$ cat src/rtl/btn_debounce_pkg.sv
// Shared types and sizing helpers for the multi-channel push-button debouncer.
package btn_debounce_pkg;

    typedef enum logic [1:0] {
        RELEASED    = 2'd0,
        PRESS_CHK   = 2'd1,
        PRESSED     = 2'd2,
        RELEASE_CHK = 2'd3
    } btn_state_e;

    function automatic int cnt_width(input int max_val);
        if (max_val < 1) begin
            return 1;
        end else begin
            return $clog2(max_val + 1);
        end
    endfunction

    function automatic int max_int(input int a, input int b);
        if (a > b) begin
            return a;
        end else begin
            return b;
        end
    endfunction

endpackage

$ cat src/rtl/btn_debounce_ch.sv
// One debouncer channel: stability FSM, tick counter and registered level/pulse outputs.
// Define BTN_DEBOUNCE_AUTO_REPEAT_EN to add auto-repeat press pulses while held.
module btn_debounce_ch
    import btn_debounce_pkg::*;
#(
    parameter int STABLE_TICKS = 8,
    parameter int REPEAT_DELAY = 400,
    parameter int REPEAT_RATE  = 100
) (
    input  logic CLOCK,
    input  logic RESET,
    input  logic TICK,
    input  logic btn_sync,
    output logic btn_level,
    output logic btn_press,
    output logic btn_release
);

    localparam int CNT_W = cnt_width(STABLE_TICKS);
    localparam logic [CNT_W-1:0] CNT_ZERO = CNT_W'(0);
    localparam logic [CNT_W-1:0] CNT_ONE  = CNT_W'(1);
    localparam logic [CNT_W-1:0] CNT_LAST = CNT_W'(STABLE_TICKS - 1);

    if (STABLE_TICKS < 1 || REPEAT_DELAY < 1 || REPEAT_RATE < 1) begin : g_param_check
        $error("btn_debounce_ch: STABLE_TICKS, REPEAT_DELAY and REPEAT_RATE must be >= 1");
    end

    btn_state_e       state_r, state_nxt_s;
    logic [CNT_W-1:0] cnt_r, cnt_nxt_s;
    logic             level_r, level_nxt_s;
    logic             press_r, press_nxt_s;
    logic             release_r, release_nxt_s;

`ifdef BTN_DEBOUNCE_AUTO_REPEAT_EN
    localparam int RPT_W = cnt_width(max_int(REPEAT_DELAY, REPEAT_RATE));
    localparam logic [RPT_W-1:0] RPT_ZERO       = RPT_W'(0);
    localparam logic [RPT_W-1:0] RPT_ONE        = RPT_W'(1);
    localparam logic [RPT_W-1:0] RPT_DELAY_LAST = RPT_W'(REPEAT_DELAY - 1);
    localparam logic [RPT_W-1:0] RPT_RATE_LAST  = RPT_W'(REPEAT_RATE - 1);

    logic [RPT_W-1:0] rpt_r, rpt_nxt_s;
    logic             rpt_first_r, rpt_first_nxt_s;
    logic [RPT_W-1:0] rpt_target_s;

    // Repeat target switches from the initial delay to the steady rate after the first repeat.
    always_comb begin
        rpt_target_s = RPT_DELAY_LAST;
        if (rpt_first_r) begin
            rpt_target_s = RPT_RATE_LAST;
        end else begin
            rpt_target_s = RPT_DELAY_LAST;
        end
    end

    // Repeat counter state, zero whenever the channel is outside PRESSED.
    always_ff @(posedge CLOCK) begin
        if (RESET) begin
            rpt_r       <= RPT_ZERO;
            rpt_first_r <= 1'b0;
        end else begin
            rpt_r       <= rpt_nxt_s;
            rpt_first_r <= rpt_first_nxt_s;
        end
    end
`endif

    // Next-state, counter and output decode; a bounce is tested before the tick.
    always_comb begin
        state_nxt_s   = state_r;
        cnt_nxt_s     = cnt_r;
        level_nxt_s   = level_r;
        press_nxt_s   = 1'b0;
        release_nxt_s = 1'b0;
`ifdef BTN_DEBOUNCE_AUTO_REPEAT_EN
        rpt_nxt_s       = RPT_ZERO;
        rpt_first_nxt_s = 1'b0;
`endif
        case (state_r)
            RELEASED: begin
                if (btn_sync) begin
                    state_nxt_s = PRESS_CHK;
                    cnt_nxt_s   = CNT_ZERO;
                end else begin
                    state_nxt_s = RELEASED;
                end
            end
            PRESS_CHK: begin
                if (!btn_sync) begin
                    state_nxt_s = RELEASED;
                    cnt_nxt_s   = CNT_ZERO;
                end else if (TICK) begin
                    if (cnt_r == CNT_LAST) begin
                        state_nxt_s = PRESSED;
                        cnt_nxt_s   = CNT_ZERO;
                        level_nxt_s = 1'b1;
                        press_nxt_s = 1'b1;
                    end else begin
                        cnt_nxt_s = cnt_r + CNT_ONE;
                    end
                end else begin
                    state_nxt_s = PRESS_CHK;
                end
            end
            PRESSED: begin
                if (!btn_sync) begin
                    state_nxt_s = RELEASE_CHK;
                    cnt_nxt_s   = CNT_ZERO;
                end else begin
                    state_nxt_s = PRESSED;
`ifdef BTN_DEBOUNCE_AUTO_REPEAT_EN
                    rpt_nxt_s       = rpt_r;
                    rpt_first_nxt_s = rpt_first_r;
                    if (TICK) begin
                        if (rpt_r == rpt_target_s) begin
                            rpt_nxt_s       = RPT_ZERO;
                            rpt_first_nxt_s = 1'b1;
                            press_nxt_s     = 1'b1;
                        end else begin
                            rpt_nxt_s = rpt_r + RPT_ONE;
                        end
                    end else begin
                        rpt_nxt_s = rpt_r;
                    end
`endif
                end
            end
            RELEASE_CHK: begin
                if (btn_sync) begin
                    state_nxt_s = PRESSED;
                    cnt_nxt_s   = CNT_ZERO;
                end else if (TICK) begin
                    if (cnt_r == CNT_LAST) begin
                        state_nxt_s   = RELEASED;
                        cnt_nxt_s     = CNT_ZERO;
                        level_nxt_s   = 1'b0;
                        release_nxt_s = 1'b1;
                    end else begin
                        cnt_nxt_s = cnt_r + CNT_ONE;
                    end
                end else begin
                    state_nxt_s = RELEASE_CHK;
                end
            end
            default: begin
                state_nxt_s = RELEASED;
                cnt_nxt_s   = CNT_ZERO;
                level_nxt_s = 1'b0;
            end
        endcase
    end

    // Channel state and registered outputs.
    always_ff @(posedge CLOCK) begin
        if (RESET) begin
            state_r   <= RELEASED;
            cnt_r     <= CNT_ZERO;
            level_r   <= 1'b0;
            press_r   <= 1'b0;
            release_r <= 1'b0;
        end else begin
            state_r   <= state_nxt_s;
            cnt_r     <= cnt_nxt_s;
            level_r   <= level_nxt_s;
            press_r   <= press_nxt_s;
            release_r <= release_nxt_s;
        end
    end

    assign btn_level   = level_r;
    assign btn_press   = press_r;
    assign btn_release = release_r;

endmodule

$ cat src/rtl/btn_debounce.sv
// Multi-channel push-button debouncer: 2-flop synchroniser plus one btn_debounce_ch per button.
// Auto-repeat is enabled by defining BTN_DEBOUNCE_AUTO_REPEAT_EN.
module btn_debounce
    import btn_debounce_pkg::*;
#(
    parameter int NUM_BTN      = 4,
    parameter int STABLE_TICKS = 8,
    parameter int REPEAT_DELAY = 400,
    parameter int REPEAT_RATE  = 100
) (
    input  logic               CLOCK,
    input  logic               RESET,
    input  logic               TICK,
    input  logic [NUM_BTN-1:0] BTN_IN,
    output logic [NUM_BTN-1:0] BTN_LEVEL,
    output logic [NUM_BTN-1:0] BTN_PRESS,
    output logic [NUM_BTN-1:0] BTN_RELEASE
);

    logic [NUM_BTN-1:0] sync_meta_r;
    logic [NUM_BTN-1:0] sync_r;

    // Two-stage synchroniser for the raw asynchronous button inputs.
    always_ff @(posedge CLOCK) begin
        if (RESET) begin
            sync_meta_r <= {NUM_BTN{1'b0}};
            sync_r      <= {NUM_BTN{1'b0}};
        end else begin
            sync_meta_r <= BTN_IN;
            sync_r      <= sync_meta_r;
        end
    end

    for (genvar i = 0; i < NUM_BTN; i++) begin : g_ch
        btn_debounce_ch #(
            .STABLE_TICKS (STABLE_TICKS),
            .REPEAT_DELAY (REPEAT_DELAY),
            .REPEAT_RATE  (REPEAT_RATE)
        ) u_ch (
            .CLOCK       (CLOCK),
            .RESET       (RESET),
            .TICK        (TICK),
            .btn_sync    (sync_r[i]),
            .btn_level   (BTN_LEVEL[i]),
            .btn_press   (BTN_PRESS[i]),
            .btn_release (BTN_RELEASE[i])
        );
    end

endmodule

$ cat config.mk
export PLATFORM = sky130hd
export DESIGN_NAME = btn_debounce
export DESIGN_NICKNAME = d
export VERILOG_FILES = /design/src/rtl/btn_debounce_pkg.sv /design/src/rtl/btn_debounce_ch.sv /design/src/rtl/btn_debounce.sv
export SDC_FILE = /design/constraint.sdc
export NUM_CORES = 1
export LEC_CHECK = 0
export ABC_CLOCK_PERIOD_IN_PS = 3800
export CORE_UTILIZATION = 61
export DETAILED_ROUTE_END_ITERATION = 10
export GPL_TIMING_DRIVEN = 0
export PLACE_DENSITY_LB_ADDON = 0.1
export SLEW_MARGIN = 5
export SYNTH_ARGS = -nofsm -noshare
export SYNTH_HDL_FRONTEND = slang
export SYNTH_SLANG_ARGS = --single-unit
$ cat constraint.sdc
create_clock -name CLOCK -period 3.8 [get_ports CLOCK]
set_input_delay 0.76 -clock CLOCK [delete_from_list [all_inputs] [get_ports CLOCK]]
set_output_delay 0.76 -clock CLOCK [all_outputs]
set_load 0.005 [all_outputs]
==> results.toml <==
[die]
rows = 21
initial_utilization_pct = 63.9
core-area_mm2 = 0.00334
die-area_mm2 = 0.00374
ios = 19
die_w_um = 61.1
die_h_um = 61.1

[grt]
grt_usage_pct = 24.9
first_global_vias = 1526
gr-usage-met3_pct = 7.77
gr-total-overflow = 0
busiest_layer = "met2"
grt_max_degree = 14
antenna_found_initial = 0
grt_pass1_wl_mm = 6.80
grt_use_met1_pct = 31.2
use_met2_pct = 40.4

[synth]
synthCells = 227
synth-edff-count = 0
yosysTopAreaCell = "dfxtp_1"
synth_nets = 238
async_reset_ff_share_pct = 0
syn_avg_cell_area_um2 = 9.40
synth_seq_area_share_pct = 41.3
synthDistinctLibCells = 43
ys_top_cells_by_area = "dfxtp_1, buf_4, nor2b_1, nand3_1, nand4_1"
synth.top_cell.area_share_pct = 41.3
syn_area_mm2 = 0.00213
yosysWarnings = 0
synthFlopType = "dfxtp_1"
yosys_register_bits = 44

[layout]
multi_input_area_mm2 = 0.00104
area_delta_synth_final_pct = 14.7
seq_area_um2 = 881
nFillCells = 270
drive_gt1_share_pct = 12.3
diodes = 0
nets = 263
final_cell_area_mm2 = 0.00245

[cts]
cts_tree = "done"
cts_setup_buffers = 0
cts_buffers = 5
clock_path_buffers = 2
cts_hold_repair.buffers = 0
ctsResizeCount = 0
clkLatencyLatePin_ps = 360
htree_levels = 2
clk_pin_slew_ps = 130
cts_root_buf = "clkbuf_4"
cts_sinks = 44

[sta]
final.setup.tns_ps = 0
fmax_mhz = 475
min_period_over_period_pct = 55.4
fin_crit_ps = 2100
slew_headroom_pct = 60.4
final_max_slew_viol_count = 0
finalClockSkew_ps = 11.0
setup_slack_ps = 1700
setup_viol = 0
worst_pin_slew_ps = 593
rsz0062_at_grt = "no"
hold_violations = 0

[placement]
gp_congestion = 0.891
dp_hpwl_mm = 2.91
dpl_cell_area_mm2 = 0.00237
port_buffers = 18
pre_cts_ws_ps = 1360

[critical_path]
cp-endpoint = "BTN_LEVEL[2]"
r2r_start = "g_ch[1].u_ch.cnt_r[0]$_SDFFE_PP0P_"
rrSetupSlack_ps = 2360
cp.required_ps = 3040
critical_path.startpoint = "g_ch[2].u_ch.btn_level$_SDFFE_PP0P_"
worstSetupEndpointType = "output pin"
start_kind = "register"
critical_path_arrival_ps = 1340
critical_path_peak_fanout = 3
reg2reg_depth = 4
rr_endpoint = "g_ch[1].u_ch.btn_release$_SDFF_PP0_"
critical_path_class = "reg -> out"

[power]
p_leak_nw = 0.886
cellPowerDensity_mw_per_mm2 = 328
max-vdd-ir-drop_uv = 241

[detailed_routing]
via_per_inst = 5.85
drt_iter0_markers = 102
dr.pass1.iters = 4
antenna_left = 0
routedWlPerCell_um = 14.2
drc = 0
via_count = 1749
wl_mm = 4.23

[run]
drv_cap = 0

[outcome]
status = "finished, final reports clean"

[worst_hold_path]
min_path_type = "reg -> reg"
==> layer usage <==
layer	wire length (um)	share of wire (%)	vias up
li1	-	-	880
met1	1970	46	819
met2	1990	47	40
met3	183	4.3	10
met4	94	2.2	0
met5	0	0	-
==> critical path, stage by stage (launching register included) <==
cell	delay [ps]
dfxtp_1	380
buf_4	120
clkdlybuf4s50_1	490
==> registers in the layout (all words and copies together), names as in the netlist <==
name,cells
sync_r,4
sync_meta_r,4
g_ch.u_ch.btn_release,4
g_ch.u_ch.cnt_r,16
g_ch.u_ch.state_r,8
g_ch.u_ch.btn_level,4
g_ch.u_ch.btn_press,4
==> worst min path at each step <==
stage	start	slack, ps	cells after the start	to
final	sync_meta_r[2]$_SDFF_PP0_	450	1	sync_r[2]$_SDFF_PP0_
after global routing	sync_meta_r[1]$_SDFF_PP0_	470	1	sync_r[1]$_SDFF_PP0_
after CTS	sync_meta_r[2]$_SDFF_PP0_	460	1	sync_r[2]$_SDFF_PP0_
after detailed placement	sync_meta_r[2]$_SDFF_PP0_	430	1	sync_r[2]$_SDFF_PP0_
after global placement	sync_meta_r[2]$_SDFF_PP0_	420	1	sync_r[2]$_SDFF_PP0_
after floorplan	sync_meta_r[0]$_SDFF_PP0_	410	1	sync_r[0]$_SDFF_PP0_
==> where the power goes <==
group | switching, mW | total, mW | internal, mW | leakage [nW]
Combinational | 0.0292 | 0.0480 | 0.0188 | 0.487
Sequential | 0.00352 | 0.470 | 0.466 | 0.356
Clock | 0.147 | 0.285 | 0.138 | 0.0422
Total | 0.179 | 0.802 | 0.623 | 0.886
==> cells by family after synthesis <==
group                      share of synthesized area, %
buffers and inverters                              9.74
and+or+nand+nor                                    26.6
adders and majority gates                          2.35
xor gates and xnor gates                           4.46
muxes                                              1.58
AOI/OAI and AO/OA                                  14.0
DFF                                                41.3
==> cells in the mapped netlist (all sizes together) (2+ instances only) <==
master / count
dfxtp: 44
buf: 16
nand3: 15
nor2b: 14
a21oi: 13
nand2: 11
nand4: 11
clkbuf: 9
inv: 8
o211ai: 8
xor2: 8
nand3b: 6
o21ai: 6
o311ai: 5
and3: 4
and4b: 4
ha: 4
nand4b: 4
nor4b: 4
a21boi: 3
a31oi: 3
and3b: 3
mux2: 3
o31ai: 3
o41ai: 3
or4b: 3
nor3: 2
nor4: 2
xnor2: 2
==> metrics by stage <==
stage                     instances  total power [mW]  hold slack, ps  utilization [%]
after floorplan                 227             0.509             414                -
after global placement          291             0.528             418             71.1
after detailed placement        291             0.528             430             71.1
after CTS                       299             0.813             459             73.3
after global routing            299             0.837             471             73.3
final                           299             0.802             454             73.3
==> cell usage in the layout, fill, tap and decap left out, types with 3 or more instances in the layout <==
| cell type | n |
|---|---|
| o41ai_1 | 3 |
| and3b_1 | 3 |
| nand3b_1 | 6 |
| o31ai_1 | 3 |
| xor2_1 | 7 |
| ha_1 | 4 |
| inv_1 | 8 |
| nand2_1 | 11 |
| or4b_1 | 3 |
| a21oi_1 | 13 |
| o311ai_1 | 3 |
| clkbuf_4 | 6 |
| and4b_1 | 4 |
| nand3_1 | 15 |
| buf_4 | 13 |
| mux2_2 | 3 |
| nand4_1 | 11 |
| and3_1 | 4 |
| nor2b_1 | 14 |
| clkbuf_1 | 6 |
| nor4b_1 | 4 |
| clkdlybuf4s50_1 | 18 |
| a31oi_1 | 3 |
| nand4b_1 | 4 |
| o21ai_0 | 4 |
| dfxtp_1 | 44 |
| a21boi_0 | 3 |
| o211ai_1 | 8 |
==> layout make-up <==
class | count | share of cell area, %
Inverter | 8 | 1.23
Multi-Input combinational cell | 150 | 42.7
Clock buffer | 6 | 1.69
Clock inverter | 2 | 1.43
Buffer | 25 | 7.26
Timing Repair Buffer | 18 | 7.36
Sequential cell | 44 | 36.0
Tap cell | 46 | 2.35
(Power assumes the default switching activity.)
